**config.mk**
```make
export PLATFORM = sky130hd
export DESIGN_NAME = hsstl_rst4mcrsw_rx_rst_fsm
export DESIGN_NICKNAME = d
export VERILOG_FILES = /design/src/rtl/hsstl_rst4mcrsw_rx_rst_fsm.sv
export SDC_FILE = /design/constraint.sdc
export NUM_CORES = 1
export LEC_CHECK = 0
export ABC_AREA = 1
export BUFFER_PORTS_ARGS = -buffer_cell sky130_fd_sc_hd__clkbuf_2
export CAP_MARGIN = 30
export CORE_ASPECT_RATIO = 0.6
export CORE_MARGIN = 5
export CORE_UTILIZATION = 55
export DETAILED_ROUTE_END_ITERATION = 8
export PLACE_DENSITY = 0.78
export SLEW_MARGIN = 40
export SYNTH_ARGS = -nofsm -noshare
export SYNTH_HDL_FRONTEND = slang
export SYNTH_SLANG_ARGS = --single-unit
```
**constraint.sdc**
```tcl
create_clock -name clk -period 1.75 [get_ports clk]
set_input_delay 0.175 -clock clk [delete_from_list [all_inputs] [get_ports clk]]
set_output_delay 0.175 -clock clk [all_outputs]
set_load 0.01 [all_outputs]
```
**src/rtl/hsstl_rst4mcrsw_rx_rst_fsm.sv**
```systemverilog
// HSST single-lane receive reset sequencer.
// Steps the lane through sigdet, PMA reset, CDR lock, PCS reset and alignment.
module hsstl_rst4mcrsw_rx_rst_fsm #(
    parameter int CNTR_WIDTH   = 16,
    parameter int SIGDET_DEB   = 1024,
    parameter int CDR_DEB      = 2048,
    parameter int PMA_RST_HOLD = 64,
    parameter int PCS_RST_HOLD = 32,
    parameter int LOCK_TIMEOUT = 65000
) (
    input  logic       clk,
    input  logic       rst,
    input  logic       tx_rst_done,
    input  logic       rate,
    input  logic       P_RX_SIGDET_STATUS,
    input  logic       P_RX_READY,
    input  logic       P_PCS_LSM_SYNCED,
    output logic       P_PMA_RX_PD,
    output logic       P_PMA_RX_RST,
    output logic       P_PCS_RX_RST,
    output logic [2:0] P_RX_RATE,
    output logic [2:0] rx_fsm,
    output logic       rx_rst_done
);

    typedef enum logic [2:0] {
        S_PD         = 3'd0,
        S_SIGDET     = 3'd1,
        S_PMA_RST    = 3'd2,
        S_WAIT_CDR   = 3'd3,
        S_PCS_RST    = 3'd4,
        S_WAIT_ALIGN = 3'd5,
        S_DONE       = 3'd6
    } state_t;

    localparam logic [CNTR_WIDTH-1:0] SIG_MAX  = CNTR_WIDTH'(SIGDET_DEB);
    localparam logic [CNTR_WIDTH-1:0] CDR_MAX  = CNTR_WIDTH'(CDR_DEB);
    localparam logic [CNTR_WIDTH-1:0] PMA_LAST = CNTR_WIDTH'(PMA_RST_HOLD - 1);
    localparam logic [CNTR_WIDTH-1:0] PCS_LAST = CNTR_WIDTH'(PCS_RST_HOLD - 1);
    localparam logic [CNTR_WIDTH-1:0] TO_LAST  = CNTR_WIDTH'(LOCK_TIMEOUT - 1);

    state_t                  state;
    state_t                  nxt;
    logic [1:0]              sig_sync;
    logic [1:0]              rdy_sync;
    logic [1:0]              lsm_sync;
    logic                    sig_s;
    logic                    rdy_s;
    logic                    lsm_s;
    logic [CNTR_WIDTH-1:0]   sig_cnt;
    logic [CNTR_WIDTH-1:0]   cdr_cnt;
    logic                    sigdet_deb;
    logic                    cdr_lock_deb;
    logic [CNTR_WIDTH-1:0]   timer;
    logic                    timer_run;
    logic                    rate_q;
    logic                    pd_d;
    logic                    pma_d;
    logic                    pcs_d;
    logic                    done_d;

    always_ff @(posedge clk) begin
        if (rst) begin
            sig_sync <= 2'b00;
            rdy_sync <= 2'b00;
            lsm_sync <= 2'b00;
        end else begin
            sig_sync <= {sig_sync[0], P_RX_SIGDET_STATUS};
            rdy_sync <= {rdy_sync[0], P_RX_READY};
            lsm_sync <= {lsm_sync[0], P_PCS_LSM_SYNCED};
        end
    end

    assign sig_s = sig_sync[1];
    assign rdy_s = rdy_sync[1];
    assign lsm_s = lsm_sync[1];

    // Debounce: count consecutive synced highs, saturate at the limit.
    always_ff @(posedge clk) begin
        if (rst || !sig_s) begin
            sig_cnt <= '0;
        end else if (sig_cnt != SIG_MAX) begin
            sig_cnt <= sig_cnt + 1'b1;
        end
    end

    always_ff @(posedge clk) begin
        if (rst || !rdy_s) begin
            cdr_cnt <= '0;
        end else if (cdr_cnt != CDR_MAX) begin
            cdr_cnt <= cdr_cnt + 1'b1;
        end
    end

    assign sigdet_deb   = (sig_cnt == SIG_MAX);
    assign cdr_lock_deb = (cdr_cnt == CDR_MAX);

    assign timer_run = (state == S_PMA_RST) || (state == S_WAIT_CDR) ||
                       (state == S_PCS_RST) || (state == S_WAIT_ALIGN);

    always_ff @(posedge clk) begin
        if (rst) begin
            state <= S_PD;
        end else begin
            state <= nxt;
        end
    end

    always_ff @(posedge clk) begin
        if (rst) begin
            timer <= '0;
        end else if (nxt != state || !timer_run) begin
            timer <= '0;
        end else begin
            timer <= timer + 1'b1;
        end
    end

    // Rate is tracked while in PMA reset so a change there is absorbed.
    always_ff @(posedge clk) begin
        if (rst) begin
            rate_q <= 1'b0;
        end else if (nxt == S_PMA_RST) begin
            rate_q <= rate;
        end
    end

    always_comb begin
        nxt = state;
        unique case (state)
            S_PD: begin
                if (tx_rst_done) nxt = S_SIGDET;
            end
            S_SIGDET: begin
                if (sigdet_deb) nxt = S_PMA_RST;
            end
            S_PMA_RST: begin
                if (timer == PMA_LAST) nxt = S_WAIT_CDR;
            end
            S_WAIT_CDR: begin
                if (cdr_lock_deb) begin
                    nxt = S_PCS_RST;
                end else if (timer == TO_LAST) begin
                    nxt = S_PMA_RST;
                end
            end
            S_PCS_RST: begin
                if (timer == PCS_LAST) nxt = S_WAIT_ALIGN;
            end
            S_WAIT_ALIGN: begin
                if (lsm_s) begin
                    nxt = S_DONE;
                end else if (timer == TO_LAST) begin
                    nxt = S_PMA_RST;
                end
            end
            S_DONE: begin
                nxt = S_DONE;
            end
            default: begin
                nxt = S_PD;
            end
        endcase
        // Fault exits override the normal transition.
        if (state >= S_PMA_RST && state <= S_DONE) begin
            if (!tx_rst_done) begin
                nxt = S_PD;
            end else if (!sig_s) begin
                nxt = S_SIGDET;
            end else if (state >= S_WAIT_CDR && rate != rate_q) begin
                nxt = S_PMA_RST;
            end else if (state >= S_PCS_RST && !rdy_s) begin
                nxt = S_PMA_RST;
            end
        end
    end

    always_comb begin
        pd_d   = (nxt == S_PD);
        pma_d  = (nxt == S_PD) || (nxt == S_SIGDET) || (nxt == S_PMA_RST);
        pcs_d  = (nxt != S_WAIT_ALIGN) && (nxt != S_DONE);
        done_d = (state == S_DONE);
    end

    always_ff @(posedge clk) begin
        if (rst) begin
            P_PMA_RX_PD  <= 1'b1;
            P_PMA_RX_RST <= 1'b1;
            P_PCS_RX_RST <= 1'b1;
            rx_rst_done  <= 1'b0;
        end else begin
            P_PMA_RX_PD  <= pd_d;
            P_PMA_RX_RST <= pma_d;
            P_PCS_RX_RST <= pcs_d;
            rx_rst_done  <= done_d;
        end
    end

    assign P_RX_RATE = {2'b00, rate_q};
    assign rx_fsm    = state;

endmodule

```
==> impl_metrics.csv <==
group,metric,value,unit
logic_synthesis,ys_seq_area_frac,0.387,
cells_and_area,syn_to_final_growth,43.7,%
logic_synthesis,syn_area_per_cell,7.09,sq um
critical_path,crit_arrival,2340,ps
die,dieArea,0.00751,sq mm
cells_and_area,diodes,0,
critical_path,timing.rr.start,"timer[4]$_SDFF_PP0_",
critical_path,cp-startpoint,"timer[4]$_SDFF_PP0_",
logic_synthesis,yosysWarnings,0,
run_status,violations,"design-rule violations, negative setup slack",
routing,vias,3761,
sta,finalSetupViolations,28,
global_route,grt_pass1_vias,3170,
hold_path,hold_path.class,"in -> reg",
logic_synthesis,syn_area,0.00321,sq mm
sta,tns,-6250,ps
cells_and_area,drive_gt1_frac,0.418,
global_route,grt_first_pass_wirelength,15200,um
clocking,cts.clk_slew.worst_paths,80,ps
routing,drt_iter0_drc,504,
routing,remaining_drc_errors,2,
clocking,cts_sinks,62,
logic_synthesis,ys_types,35,
critical_path,crit_type,"reg -> reg",
die,die_y,69.1,um
cells_and_area,nNetsFinal,560,
die,rows,21,
run_status,status,"finished, violations left",
die,die_w,109,um
critical_path,critPathMaxFanout,8,
sta,period_minus_slack,2060,ps
power_and_ir_drop,ir_worst_vdd,0.589,mV
clocking,cts_max_level,3,
critical_path,cp.required,2030,ps
die,core,0.00562,sq mm
sta,hold_violations,0,
logic_synthesis,synth.top_cell.area_share,0.387,
clocking,cts_tree,"yes",
routing,via_per_inst,5.97,
clocking,ctsHoldBuffers,0,
routing,ant_nets,0,
sta,slew_viol_final,0,
critical_path,reg2reg_depth,11,
sta,setup_slack,-311,ps
logic_synthesis,synth_top_area_cell,"dfxtp_1",
power_and_ir_drop,cellPowerDensity,638,mW/mm^2
die,io_pins,17,
clocking,clockRootBuffer,"clkbuf_8",
routing,wirelength,12100,um
sta,clock_skew,16.0,ps
global_route,grt_max_degree,15,
logic_synthesis,syn_inst,452,
critical_path,endpoint_kind,"flip-flop",
sta,rsz0062_at_grt,"yes",
sta,period_share,1.18,
critical_path,r2r_slack,-310,ps
critical_path,regToRegEndpoint,"timer[5]$_SDFF_PP0_",
place,routabilityCongestion,0.882,
global_route,grt_usage,0.259,
power_and_ir_drop,power_leakage,1.86,nW
logic_synthesis,synth_area_leaders,"dfxtp_1, nand2_1, nor2_1",
place,hpwl,6070,um
global_route,antenna_found_initial,0,
sta,fmax,0.485,GHz
cells_and_area,final_util,0.819,
routing,wl_per_cell,19.2,um
critical_path,crit_end,"timer[5]$_SDFF_PP0_",
die,start_util,0.570,
place,port_buffers,14,
clocking,clk_latency,360,ps
clocking,cts_buffers,9,
routing,firstDrtPassIters,9,
global_route,grt-ovfl-total,0,
clocking,clk_path_buf_depth,2,
run,cap_violations,0,
critical_path,cp-start-kind,"flip-flop",
logic_synthesis,synth_seq_cells,62,
cell type report:
| cell class | count | area, sq um |
|---|---|---|
| Timing Repair Buffer | 90 | 656 |
| Clock inverter | 1 | 30.0 |
| Tap cell | 80 | 100 |
| Inverter | 69 | 262 |
| Fill cell | 318 | 1020 |
| Sequential cell | 62 | 1260 |
| Clock buffer | 12 | 165 |
| Multi-Input combinational cell | 316 | 2130 |
synth_stat cells:
library cell  number
buf_6              1
or2_2              2
clkbuf_1           2
nor3_1            21
conb_1             1
buf_8              1
nor4_1             4
a21oi_1           21
nor2_1            70
nand2_4            2
xor2_1            11
a21oi_2            2
nor3b_1            1
inv_1             65
nand2_2            7
nand2_1           78
nor2_4             2
nand3_2            3
nand3_4            1
inv_2              4
buf_4              3
dfxtp_1           62
a31oi_1            4
nor4b_1            1
xnor2_1            4
nor2_2             4
buf_2              1
nand3_1           30
ha_1               5
o21a_1             3
nor3_2            12
o31ai_1            1
a211oi_1           1
o21ai_0           17
nand4_1            5
routing by layer:
| metal | vias up | wire length (um) | GRT usage |
|---|---|---|---|
| met2 | 350 | 5420 | 0.392 |
| met5 | - | 0 | 0 |
| met1 | 1675 | 4260 | 0.341 |
| met3 | 102 | 1590 | 0.105 |
| li1 | 1634 | - | - |
| met4 | 0 | 814 | 0.0686 |
through the flow:
step           total power [mW]  setup WS [ps]  instance area, sq um  cells  hold slack (ps)
6_report                   2.94           -311                  4610    630             2.91
3_5_place_dp               1.58           -195                  3820    604              372
5_1_grt                    3.01           -360                  4610    630             11.8
3_3_place_gp               1.58          -78.6                  3820    604              369
4_1_cts                    2.88          -45.6                  4270    623             1.06
2_1_floorplan              1.55          -20.7                  3220    453              259
how the worst min path moves through the flow:
stage                             from                     end  slack, ps  depth (start not counted)
global route        P_RX_SIGDET_STATUS  sig_sync[0]$_SDFF_PP0_         10                          3
floorplan                          rst    rx_fsm[1]$_SDFF_PP0_        260                          1
finish              P_RX_SIGDET_STATUS  sig_sync[0]$_SDFF_PP0_          3                          3
detailed placement  P_RX_SIGDET_STATUS  sig_sync[0]$_SDFF_PP0_        370                          3
CTS                   P_PCS_LSM_SYNCED  lsm_sync[0]$_SDFF_PP0_          1                          3
global placement    P_RX_SIGDET_STATUS  sig_sync[0]$_SDFF_PP0_        370                          3
cells in the final DEF (no fill, tap or decap), drive strengths merged:
cell type  count
or2            2
a211oi         1
xor2          11
o21ai         17
inv           69
nor2          76
o21a           3
nand3         35
buf           76
nor4b          1
nor3          33
ha             5
bufinv         1
nand2         88
nor4           4
dfxtp         62
o31ai          1
xnor2          4
nor3b          1
conb           2
nand4          5
a21oi         23
a31oi          4
clkbuf        26
state kept, by name (all words and copies together), names as in the netlist:
name          flops
rdy_sync          2
rx_fsm            3
sig_sync          2
cdr_cnt          16
P_PMA_RX_RST      1
rate_q            1
timer            16
sig_cnt          16
P_PCS_RX_RST      1
P_PMA_RX_PD       1
rx_rst_done       1
lsm_sync          2
critical path, cell delays in order (launching register included):
cell and delay (ps):
dfxtp_1 380, inv_1 150, nand2_1 110, nor2_1 170
nand4_1 180, nand2_1 120, nand2_1 70, nand3_2 130
nand3_4 100, nand2_4 120, nand3_4 190, nor3_2 250
kinds of logic (layout without fill, tap and decap cells):
family	count (synthesis)	in the layout	synth area share
flops	62	62	0.387
compound gates	49	49	0.0843
xor+xnor	15	15	0.0410
simple gates	243	245	0.367
fa+ha+maj	5	5	0.0195
buf+inv	77	172	0.0999
other cells	1	2	0.00117
where the power goes:
| part | total (mW) | switching [mW] | internal (mW) |
|---|---|---|---|
| Sequential | 1.43 | 0.00871 | 1.42 |
| Combinational | 0.195 | 0.133 | 0.0619 |
| Clock | 1.32 | 0.565 | 0.751 |
repair_timing:
item / CTS / global route
setup buffers: 4 / 7
pin swaps: 14 / 21
gates resized for setup: 52 / 71
gates cloned: 2 / 0
setup endpoints to repair: 27 / 34
(Power assumes the default switching activity.)
